[src/rtl/micro_pkg.sv]
// Shared definitions for the 8-bit micro:
// opcodes, widths and fetch FSM states.
package micro_pkg;

  localparam int ADDR_W = 8;
  localparam int INSN_W = 8;

  localparam logic [3:0] NOP   = 4'h0;
  localparam logic [3:0] ADD   = 4'h1;
  localparam logic [3:0] SUB   = 4'h2;
  localparam logic [3:0] NOR   = 4'h3;
  localparam logic [3:0] MOVRS = 4'h4;
  localparam logic [3:0] MOVRD = 4'h5;
  localparam logic [3:0] JZR   = 4'h6;
  localparam logic [3:0] JZI   = 4'h7;
  localparam logic [3:0] JCR   = 4'h8;
  localparam logic [3:0] SHL   = 4'hB;
  localparam logic [3:0] SHR   = 4'hC;
  localparam logic [3:0] LDI   = 4'hD;
  localparam logic [3:0] HALT  = 4'hF;

  typedef enum logic {
    IDLE = 1'b0,
    WAIT = 1'b1
  } state_t;

endpackage

[src/rtl/pc_reg.sv]
// Program counter: jump load has priority
// over increment; increment wraps mod 256.
module pc_reg
  import micro_pkg::*;
#(
  parameter logic [ADDR_W-1:0] RESET_PC = '0
) (
  input  logic              clk,
  input  logic              rst_n,
  input  logic              load,
  input  logic              inc,
  input  logic              sel,
  input  logic [ADDR_W-1:0] reg_data,
  input  logic [3:0]        operand,
  output logic [ADDR_W-1:0] pc
);

  logic [ADDR_W-1:0] target;

  assign target = sel ? reg_data
                      : {{(ADDR_W-4){1'b0}}, operand};

  always_ff @(posedge clk or negedge rst_n) begin
    if (!rst_n) begin
      pc <= RESET_PC;
    end else if (load) begin
      pc <= target;
    end else if (inc) begin
      pc <= pc + ADDR_W'(1);
    end
  end

endmodule

[src/rtl/fetch_unit.sv]
// Instruction fetch stage: owns PC and IR,
// fetches over a level req / valid handshake.
module fetch_unit
  import micro_pkg::*;
#(
  parameter logic [ADDR_W-1:0] RESET_PC = 8'h00
) (
  input  logic              CLK,
  input  logic              CLB,
  input  logic              LoadIR,
  input  logic              IncPC,
  input  logic              LoadPC,
  input  logic              SelPC,
  input  logic [ADDR_W-1:0] RegData,
  output logic [ADDR_W-1:0] mem_addr,
  output logic              mem_req,
  input  logic [INSN_W-1:0] mem_rdata,
  input  logic              mem_valid,
  output logic [3:0]        Opcode,
  output logic [3:0]        Operand,
  output logic [ADDR_W-1:0] PC,
  output logic              Busy
);

  state_t            state;
  state_t            state_nxt;
  logic [INSN_W-1:0] ir;
  logic              start;
  logic              done;

  always_ff @(posedge CLK or negedge CLB) begin
    if (!CLB) begin
      state <= IDLE;
    end else begin
      state <= state_nxt;
    end
  end

  always_comb begin
    state_nxt = state;
    unique case (state)
      IDLE: if (LoadIR) state_nxt = WAIT;
      WAIT: if (mem_valid) state_nxt = IDLE;
      default: state_nxt = IDLE;
    endcase
  end

  always_comb begin
    start = (state == IDLE) && LoadIR;
    done  = (state == WAIT) && mem_valid;
  end

  // Address latches the pre-update PC.
  always_ff @(posedge CLK or negedge CLB) begin
    if (!CLB) begin
      ir       <= '0;
      mem_addr <= '0;
    end else begin
      if (start) mem_addr <= PC;
      if (done)  ir       <= mem_rdata;
    end
  end

  assign Busy    = (state == WAIT);
  assign mem_req = Busy;
  assign Opcode  = ir[7:4];
  assign Operand = ir[3:0];

  pc_reg #(
    .RESET_PC(RESET_PC)
  ) u_pc (
    .clk     (CLK),
    .rst_n   (CLB),
    .load    (LoadPC),
    .inc     (IncPC),
    .sel     (SelPC),
    .reg_data(RegData),
    .operand (ir[3:0]),
    .pc      (PC)
  );

endmodule

[config.mk]
export PLATFORM = sky130hd
export DESIGN_NAME = fetch_unit
export DESIGN_NICKNAME = d
export VERILOG_FILES = /design/src/rtl/micro_pkg.sv /design/src/rtl/pc_reg.sv /design/src/rtl/fetch_unit.sv
export SDC_FILE = /design/constraint.sdc
export NUM_CORES = 1
export LEC_CHECK = 0
export ABC_AREA = 1
export CORE_ASPECT_RATIO = 0.9
export CORE_MARGIN = 3
export CORE_UTILIZATION = 35
export DETAILED_ROUTE_END_ITERATION = 8
export PLACE_DENSITY = 0.77
export RECOVER_POWER = 25
export SYNTH_ARGS = -nofsm -noshare
export SYNTH_HDL_FRONTEND = slang
export SYNTH_SLANG_ARGS = --single-unit
[constraint.sdc]
create_clock -name CLK -period 1.2 [get_ports CLK]
set_clock_uncertainty 0.2 [all_clocks]
set_input_delay 0.24 -clock CLK [delete_from_list [all_inputs] [get_ports CLK]]
set_output_delay 0.24 -clock CLK [all_outputs]
set_load 0.01 [all_outputs]
## Yosys cells after proc, flatten, opt, wreduce, memory -nomap -nowiden

Index checks and enable logic that the tools add are counted.

- Register bits: 25
- Input bits: 23
- Output and inout bits: 26
- Word-level logic and storage cells: 15

- Add/subtract/negate cells: 1
- Muxes and demuxes: 6
- Bitwise operators: 1
- Reduce and logical (&&, ||, !) cells: 3

Operators with widths:

| kind | number |
|---|---|
| $mux 8 | 3 |
| $add 8x1->8 const B | 1 |
| $logic_and 1x1->1 | 2 |
| $mux 1 | 2 |
| $pmux 1 s2 | 1 |
| $reduce_bool 2->1 | 1 |
| $not 1->1 | 1 |

## Logic depth before layout (Yosys ltp)

Gate-level depths: netlist of run 1.

- Depth after elaboration: 3
- Depth in mapped cells: 7
- Gate-level depth less buffers: 7

## Cells and area by module

From an unflattened synthesis of run 1, not the netlist that was laid out.

- Cells, all modules: 161
- Area, all modules: 1301.2 um^2

By module, submodules not included:

| module | times used | cells each | area an instance (um^2) | sequential area each (um^2) |
|---|---|---|---|---|
| fetch_unit | 1 | 73 | 701.9 | 425.4 |
| pc_reg | 1 | 88 | 599.3 | 200.2 |

## Worst setup path before layout of run 1

Ideal clock, no wire load.

- Kind: register to register
- From: reg u_pc.pc[1]
- To: reg u_pc.pc[6]
- Setup time: 77 ps
- Data arrival time: 1037 ps
- Required time: 923 ps
- Path slack: -114 ps
- Cell stages (with the launch flop): 8
- Path buffers: 0
- Period minus slack after synthesis: 1314 ps
- Cell sequence: dfrtp_1 -> ha_1 -> nand2_2 -> nor2_2 -> nand2_1 -> nand2_1 -> nand3_1 -> a21oi_1

- Cells in the longest elaborated chain, start to end: 3

Ends and longest elaborated chain:

| element | line | source |
|---|---|---|
| start: declaration | pc_reg.sv:15 | `output logic [ADDR_W-1:0] pc` |
| start signal: assignment | pc_reg.sv:27 | `pc <= target;` |
| start signal: assignment | pc_reg.sv:29 | `pc <= pc + ADDR_W'(1);` |
| $add 8x1->8 | pc_reg.sv:29 |  |
| $mux 8 | pc_reg.sv:28 | `end else if (inc) begin` |
| $mux 8 | pc_reg.sv:26 | `end else if (load) begin` |

Every way passes these cells. The select of a mux whose other input is x is not followed.
A chain may end at the register's enable or synchronous reset.

## Worst setup path after layout of run 1

- From: reg u_pc.pc[0]
- To: out PC[0]

RTL lines:

| element | line | source |
|---|---|---|
| end: declaration | fetch_unit.sv:21 | `output logic [ADDR_W-1:0] PC,` |

No word-level cell between the ends.

==> out/results.tsv, run 1 <==
stage	metric	value	unit
status	status	finished, violations left	
status	violations	setup timing	
detailed_routing	via_per_inst	4.71	
grt	grt_pass1_wl	5.78	mm
power_and_ir_drop	leakagePower	0.00109	µW
critical_path	required	760	ps
layout	drive_gt1_frac	0.502	
critical_path	start_kind	flop	
grt	grt_overflow_total	0	
clock_tree	cts_buffers	3	
yosys	ys_top_cells_by_area	dfrtp_1 (50%), nand2_1 (7.5%), mux2_2 (6.3%)	
worst_hold_path	hold_class	in2reg	
yosys	ys_warn_count	0	
sta	fin_crit	1430	ps
yosys	syn_inst	139	
place	numPortBuffers	48	
die	fp.dieW	69.0	µm
detailed_routing	via_count	1247	
layout	syn2layout_area_growth	73.1	%
die	io_pins	49	
sta	rsz0062_at_grt	true	
worst_hold_path	hold_path_depth	2	
sta	fin_setup_tns	-3370	ps
yosys	synth_cell_types	23	
detailed_routing	final_antenna_net_count	0	
clock_tree	tritoncts	built	
clock_tree	clock_latency	280	ps
critical_path	r2r_cells	6	
critical_path	reg2reg_setup_slack	-170	ps
detailed_routing	wirelength	3.49	mm
sta	layout_setup_ws	-227	ps
power_and_ir_drop	power_density	1390	mW/mm²
clock_tree	clock_sinks	25	
yosys	netlist_area	0.00125	mm²
layout	n_fill_cell	264	
worst_hold_path	min_to	Busy$_DFF_PN0_	
yosys	yosysSeqAreaShare	0.501	
yosys	synth.avg_cell_area	8.99	µm²
worst_hold_path	worstHoldStart	mem_valid	
die	die_area	0.00433	mm²
clock_tree	ctsHtreeMaxLevel	1	
critical_path	critical_path_class	reg2out	
clock_tree	root_buffer	clkbuf_8	
critical_path	r2r-start	u_pc.pc[0]$_DFFE_PN0P_	
critical_path	crit_fanout	3	
layout	nets	248	
layout	layout_commonest_cell	buf_4	
detailed_routing	first_pass_iters	4	
clock_tree	cts_hold_buf	0	
critical_path	crit_arrival	990	ps
die	placementRows	19	
detailed_routing	drc	0	
place	dp_hpwl	2.42	mm
clock_tree	cts_buffer_depth	2	
layout	stdcell_count	265	
sta	hold_violations	0	
die	core	0.00323	mm²
sta	drv_slew	0	
place	place_inst	246	
sta	tightest_slew	627	ps
yosys	ys_ff_latch	25	
power_and_ir_drop	ir_drop	0.776	mV
clock_tree	cts.clk_slew.worst_paths	80	ps
critical_path	r2r-end	u_pc.pc[3]$_DFFE_PN0P_	
yosys	netlist.area_leader.share	0.501	
die	die_h	62.7	µm
detailed_routing	wl_per_cell	13.2	µm
yosys	synth_nets	163	
critical_path	worstSetupEndpointType	output port	
grt	antenna_found_initial	0	
layout	n_antenna_cell	0	
detailed_routing	drt_iter0_markers	31	
sta	slew_headroom	0.582	
sta	setup_viol	41	
grt	first_global_vias	1224	
run	max_cap_violations	0	
layout	final_cell_mix	buf_4 (27), dfrtp_1 (23), buf_2 (22), nand2_1 (18), clkdlybuf4s50_1 (17)	
die	initial_core_util	0.387	
yosys	yosys.area.top_type	dfrtp_1	
sta	fin_crit_sh	1.19	
grt	grt_usage	0.176	
sta	max_freq	701	MHz
grt	grt_max_degree	26	
place	gp_congestion	0.846	
[metrics by stage]
stage | power, µW | setup WS [ps] | cell area, µm² | utilization | hold slack (ps)
2_1_floorplan | 1620 | -109 | 1280 | - | -256
3_3_place_gp | 2290 | -372 | 1950 | 0.604 | 268
3_5_place_dp | 2320 | -403 | 1950 | 0.604 | 272
4_1_cts | 2800 | -131 | 2010 | 0.620 | 109
5_1_grt | 3180 | -249 | 2160 | 0.669 | 237
6_report | 3000 | -227 | 2160 | 0.669 | 212
[layer usage]
metal	global-route usage	vias to the layer above	part of all wire
met1	0.238	579	0.43
li1	-	622	-
met5	0	-	0
met4	0.0584	0	0.014
met2	0.269	41	0.49
met3	0.0450	5	0.067
[power by group]
| group | switching, µW | internal (µW) |
|---|---|---|
| clock | 286 | 236 |
| sequential | 125 | 1020 |
| combinational | 604 | 723 |
[worst max-delay path by stage]
stage	start	endpoint	slack [ps]
final	u_pc.pc[0]$_DFFE_PN0P_	PC[0]	-230
after global routing	u_pc.pc[0]$_DFFE_PN0P_	PC[0]	-250
after CTS	u_pc.pc[2]$_DFFE_PN0P_	u_pc.pc[5]$_DFFE_PN0P_	-130
after detailed placement	LoadPC	u_pc.pc[4]$_DFFE_PN0P_	-400
after global placement	SelPC	u_pc.pc[2]$_DFFE_PN0P_	-370
after floorplan	u_pc.pc[1]$_DFFE_PN0P_	u_pc.pc[6]$_DFFE_PN0P_	-110
[area by class of cell]
type	instances	area (µm²)	share of cell area
multi-input cells	92	688	0.318
inverters	19	86.3	0.0399
flip-flops and latches	25	628	0.290
well taps	42	52.6	0.0243
clock inverters	1	7.51	0.00347
repair buffers	83	659	0.305
clock buffers	3	41.3	0.0191
[what timing repair did]
| action | CTS | global route |
|---|---|---|
| setup buffers | 7 | 7 |
| cloned | 1 | 1 |
| gates resized for setup | 131 | 32 |
| hold endpoints to repair | 0 | 0 |
| pin swaps | 8 | 3 |
| setup endpoints to repair | 51 | 50 |
[cells in the mapped netlist]
cell type / count
dfrtp_1: 25
nand2_1: 25
inv_1: 15
nor2_1: 12
o21ai_0: 10
nand3_1: 9
mux2_2: 7
o21ai_1: 7
a21oi_1: 4
inv_2: 4
nand2_2: 4
o211ai_1: 3
a22oi_2: 2
buf_2: 2
buf_6: 2
a211oi_1: 1
a21oi_2: 1
buf_4: 1
ha_1: 1
nor2_2: 1
nor2_4: 1
nor2_8: 1
o22ai_1: 1
[critical path, stage by stage (launching register included)]
cell	delay, ps
dfrtp_1	430
buf_4	150
buf_2	130
[cell families (layout without fill, tap and decap cells)]
| logic type | Yosys count | after routing | share of synthesized area |
|---|---|---|---|
| DFF | 25 | 25 | 0.501 |
| muxes | 7 | 7 | 0.0631 |
| buffers and inverters | 24 | 106 | 0.0891 |
| and+or+nand+nor | 53 | 55 | 0.197 |
| adders and majority gates | 1 | 1 | 0.0100 |
| AOI/OAI and AO/OA | 29 | 29 | 0.140 |
Note: power is estimated with default switching activity, not from simulation.
==> run 2, diff against run 1 <==
GPL_TIMING_DRIVEN = 0   (was unset)
==> out/results.tsv, run 2 (synthesized netlist as in run 1, its figures left out) <==
stage	metric	value	unit	change
grt	grt_usage	0.172		-0.00398
sta	fin_setup_tns	-3760	ps	-395 ps
critical_path	crit_fanout	5		+2
die	initial_core_util	0.387		unchanged
critical_path	crit_arrival	1390	ps	+400 ps
clock_tree	ctsHtreeMaxLevel	1		unchanged
sta	slew_headroom	0.584		+0.00215
sta	fin_crit	1420	ps	-7.15 ps
status	status	finished, violations left		
layout	nets	242		-2.4%
detailed_routing	drt_iter0_markers	61		+97%
detailed_routing	first_pass_iters	4		unchanged
place	placed_cell_area	0.00180	mm²	-8.1%
critical_path	required	1170	ps	+410 ps
die	fp.dieW	69.0	µm	unchanged
die	placementRows	19		unchanged
layout	final_cell_mix	dfrtp_1 (23), buf_2 (22), nand2_1 (20), buf_4 (19)		
sta	setup_viol	48		+17%
sta	drv_slew	0		unchanged
clock_tree	cts.clk_slew.worst_paths	90	ps	about the same
grt	antenna_found_initial	0		unchanged
detailed_routing	drc	0		unchanged
die	die_area	0.00433	mm²	unchanged
place	numPortBuffers	46		-4.2%
detailed_routing	final_antenna_net_count	0		unchanged
clock_tree	clock_sinks	25		unchanged
worst_hold_path	hold_class	in2async		
run	max_cap_violations	0		unchanged
layout	layout_commonest_cell	dfrtp_1		
layout	drive_gt1_frac	0.488		-0.0138
grt	first_global_vias	1250		+2.1%
die	die_h	62.7	µm	unchanged
grt	grt_pass1_wl	5.77	mm	-0.24%
grt	grt_max_degree	26		unchanged
critical_path	worstSetupEndpointType	flop		
detailed_routing	via_count	1239		-0.64%
die	core	0.00323	mm²	unchanged
detailed_routing	via_per_inst	4.78		+1.7%
detailed_routing	wl_per_cell	13.3	µm	+1.1%
clock_tree	cts_buffers	3		unchanged
layout	syn2layout_area_growth	69.8	%	
clock_tree	cts_buffer_depth	2		unchanged
clock_tree	root_buffer	clkbuf_8		
sta	tightest_slew	623	ps	-3.22 ps
die	io_pins	49		unchanged
sta	hold_slack	-133	ps	-346 ps
status	violations	hold timing, setup timing		
sta	hold_violations	25		+25
clock_tree	tritoncts	built		
power_and_ir_drop	ir_drop	0.737	mV	-5.0%
sta	rsz0062_at_grt	true		
detailed_routing	wirelength	3.45	mm	-1.2%
place	gp_congestion	0.799		-5.6%
place	dp_hpwl	2.26	mm	-6.7%
grt	grt_overflow_total	0		unchanged
layout	n_antenna_cell	0		unchanged
sta	layout_setup_ws	-220	ps	+7.15 ps
sta	fin_crit_sh	1.18		-0.00596
power_and_ir_drop	power_density	1400	mW/mm²	+1.0%
critical_path	critical_path_class	reg2reg		
clock_tree	clock_latency	270	ps	about the same
power_and_ir_drop	leakagePower	0.00106	µW	-3.1%
sta	max_freq	704	MHz	+0.50%
layout	final_area	0.00212	mm²	-1.9%
critical_path	start_kind	flop		
## run 2: through the flow
step           worst slack, ps  cells  power (µW)  utilization
2_1_floorplan             -109    139        1620            -
3_3_place_gp              -664    227        2150        0.556
3_5_place_dp              -710    227        2180        0.556
4_1_cts                   -206    249        2760        0.602
5_1_grt                   -284    259        3160        0.656
6_report                  -220    259        2970        0.656
## run 2: per-layer routing
metal / vias to the layer above / part of all wire / wire, µm / global-route usage
li1: 607 / - / - / -
met1: 591 / 0.44 / 1520 / 0.247
met2: 39 / 0.50 / 1730 / 0.263
met3: 2 / 0.053 / 183 / 0.0396
met4: 0 / 0.0049 / 17 / 0.0316
met5: - / 0 / 0 / 0
## run 2: cell type report
class                      instances  area (µm²)
buffer                             5        50.0
tap                               42        52.6
timing repair buffer              73         593
inverter                          19        83.8
multi-input combinational         91         666
fill                             263        1110
clock buffer                       3        41.3
sequential                        25         628
clock inverter                     1        7.51
## run 2: final timing paths
path                                               from                 endpoint  slack, ps  cells after the start
worst max-delay path             u_pc.pc[1]$_DFFE_PN0P_   u_pc.pc[5]$_DFFE_PN0P_       -220                      7
worst min register to register  mem_addr[0]$_DFFE_PN0P_  mem_addr[0]$_DFFE_PN0P_        300                      2
worst max register to register   u_pc.pc[1]$_DFFE_PN0P_   u_pc.pc[5]$_DFFE_PN0P_       -220                      7
worst min-delay path                                CLB   u_pc.pc[7]$_DFFE_PN0P_       -130                      1
min in group CLK                                 LoadPC   u_pc.pc[3]$_DFFE_PN0P_         70                      3
max in group asynchronous                           CLB           Busy$_DFF_PN0_        490                      1
## run 2: report_power, final
| part | leakage [µW] | total (µW) | switching [µW] | internal (µW) |
|---|---|---|---|---|
| clock | 0.0000217 | 517 | 282 | 235 |
| sequential | 0.000299 | 1140 | 113 | 1020 |
| combinational | 0.000739 | 1320 | 609 | 709 |
## run 2: critical path, cell delays in order, from the launching register on
cell and delay [ps]:
dfrtp_1 390, buf_6 120, buf_6 100, nand2_4 40
nor2_4 160, nand2_2 80, o211ai_1 160, nand2_1 60
## run 2: repair_timing
item	in CTS	in global routing
setup endpoints to repair	75	51
setup buffers	18	9
hold endpoints to repair	25	25
resized for setup	134	34
cloned	0	2
pin swaps	5	6
==> run 3, diff against run 2 <==
CORE_ASPECT_RATIO = unset   (was 0.9)
==> out/results.tsv, run 3 (synthesized netlist as in run 1, its figures left out) <==
stage	metric	value	unit	change
sta	drv_slew	0		unchanged
layout	n_antenna_cell	0		unchanged
layout	n_fill_cell	300		+14%
die	io_pins	49		unchanged
critical_path	crit_path_frequent_cell	buf_6		
power_and_ir_drop	power_density	1340	mW/mm²	-4.2%
clock_tree	clock_latency	300	ps	+30 ps
clock_tree	cts_buffers	3		unchanged
place	numPortBuffers	46		unchanged
critical_path	path_cells	buf_6 > buf_6		
clock_tree	root_buffer	clkbuf_4		
detailed_routing	final_antenna_net_count	0		unchanged
sta	hold_violations	25		unchanged
die	initial_core_util	0.369		-0.0178
critical_path	cp.depth	2		-5
layout	syn2layout_area_growth	62.3	%	
detailed_routing	drt_iter0_markers	35		-43%
sta	tightest_slew	633	ps	+9.48 ps
grt	grt_usage	0.161		-0.0109
detailed_routing	wirelength	3.25	mm	-5.9%
die	fp.dieW	65.8	µm	-4.7%
clock_tree	ctsHtreeMaxLevel	1		unchanged
critical_path	worstSetupEndpointType	output port		
clock_tree	cts_buffer_depth	2		unchanged
run	max_cap_violations	0		unchanged
die	die_area	0.00432	mm²	about the same
power_and_ir_drop	p_comb_frac	0.452		+0.008
detailed_routing	via_count	1186		-4.3%
place	gp_congestion	0.793		-0.70%
power_and_ir_drop	leakagePower	0.00102	µW	-3.6%
status	status	finished, violations left		
die	core	0.00339	mm²	+4.8%
critical_path	max_stage_delay	440	ps	+50 ps
sta	fin_crit	1400	ps	-15.3 ps
power_and_ir_drop	intPower	1830	µW	-7.2%
power_and_ir_drop	ir_drop	0.638	mV	-13%
sta	hold_slack	-172	ps	-38.2 ps
layout	final_cell_mix	nand2_1 (23), buf_2 (23), dfrtp_1 (22), buf_4 (19), clkdlybuf4s50_1 (18)		
sta	slew_headroom	0.578		-0.00632
sta	rsz0062_at_grt	true		
sta	fin_setup_tns	-4740	ps	-978 ps
clock_tree	cts.clk_slew.worst_paths	130	ps	+40 ps
power_and_ir_drop	power.switching	896	µW	-11%
layout	nets	240		-0.83%
critical_path	crit_arrival	960	ps	-430 ps
sta	max_freq	712	MHz	+1.1%
worst_hold_path	hold_class	in2async		
power_and_ir_drop	seqPwrFrac	0.415		+0.033
critical_path	start_kind	flop		
grt	antenna_found_initial	0		unchanged
power_and_ir_drop	switching_share	0.329		-0.00852
detailed_routing	wl_per_cell	12.4	µm	-6.6%
layout	drive_gt1_frac	0.447		-0.0420
place	post-place-ws	-709	ps	+1.30 ps
place	dp_hpwl	2.05	mm	-9.2%
power_and_ir_drop	power	2720	µW	-8.4%
detailed_routing	via_per_inst	4.54		-5.0%
die	die_h	65.8	µm	+4.9%
critical_path	crit_fanout	3		-2
critical_path	r2r_cells	7		unchanged
die	placementRows	21		+2
critical_path	path_buf_inv	2		unchanged
grt	grt_pass1_wl	5.46	mm	-5.4%
grt	first_global_vias	1195		-4.4%
grt	grt_overflow_total	0		unchanged
status	violations	hold timing, setup timing		
sta	fin_crit_sh	1.17		-0.0128
detailed_routing	drc	0		unchanged
sta	setup_viol	51		+6.3%
sta	layout_setup_ws	-204	ps	+15.3 ps
clock_tree	tritoncts	built		
critical_path	critPathSlowestCell	dfrtp_2		
power_and_ir_drop	clock_power_share	0.133		-0.041
layout	final_util	0.598		-0.0580
critical_path	required	760	ps	-410 ps
grt	grt_max_degree	26		unchanged
detailed_routing	first_pass_iters	4		unchanged
critical_path	crit_family	flip-flops		
critical_path	critical_path_class	reg2out		
clock_tree	clock_sinks	25		unchanged
run 3: cell count changes in the layout (fill, tap and decap cells not counted), sizes merged:
| cell | previous run | this run |
|---|---|---|
| dlygate4sd2 | 2 | 1 |
| clkbuf | 3 | 4 |
| buf | 58 | 56 |
| clkinvlp | 1 | 0 |
| clkdlybuf4s50 | 17 | 18 |
run 3: power by group through the flow:
stage	clock, µW	combinational, µW	sequential, µW
after floorplan	0	372	1250
after global routing	417	1340	1150
after global placement	0	976	1170
final	362	1230	1130
after CTS	380	1150	1120
after detailed placement	0	981	1180
run 3: routing by layer:
layer | GRT usage | part of all wire
met1 | 0.211 | 0.44
met2 | 0.274 | 0.50
met3 | 0.0274 | 0.061
met4 | 0.0389 | 0.0055
met5 | 0 | 0
run 3: final cells by class:
type / instances / area, µm² / share of cell area
repair buffers: 71 / 566 / 0.279
flip-flops and latches: 25 / 629 / 0.310
well taps: 46 / 57.6 / 0.0284
inverters: 19 / 78.8 / 0.0389
plain buffers: 5 / 50.0 / 0.0247
multi-input cells: 91 / 621 / 0.306
clock buffers: 4 / 26.3 / 0.0130
run 3: repair_timing:
| item | CTS | global route |
|---|---|---|
| setup endpoints to repair | 74 | 51 |
| pin swaps | 13 | 6 |
| hold endpoints to repair | 25 | 25 |
| buffers inserted | 20 | 4 |
| cloned | 2 | 0 |
| gates resized for setup | 141 | 8 |
run 3: worst paths after layout:
check,slack (ps),from,end
min,-170,CLB,mem_addr[7]$_DFFE_PN0P_
min in group CLK,70,LoadPC,u_pc.pc[3]$_DFFE_PN0P_
max reg2reg,-180,u_pc.pc[1]$_DFFE_PN0P_,u_pc.pc[2]$_DFFE_PN0P_
max in group asynchronous,530,CLB,u_pc.pc[0]$_DFFE_PN0P_
min reg2reg,310,mem_addr[0]$_DFFE_PN0P_,mem_addr[0]$_DFFE_PN0P_
max,-200,Busy$_DFF_PN0_,mem_req
run 3: worst reg2reg max path, cell delays in order (launching register included):
cell and delay (ps):
dfrtp_1 410, buf_6 130, ha_4 160, nand2_4 80
nand2_2 50, o22ai_2 140, nand2_1 70, o21ai_1 70
run 3: through the flow:
step                      instances  instance area, µm²
final                           261                2030
after global placement          231                1800
after floorplan                 139                1280
after detailed placement        231                1800
after CTS                       257                1980
after global routing            261                2030
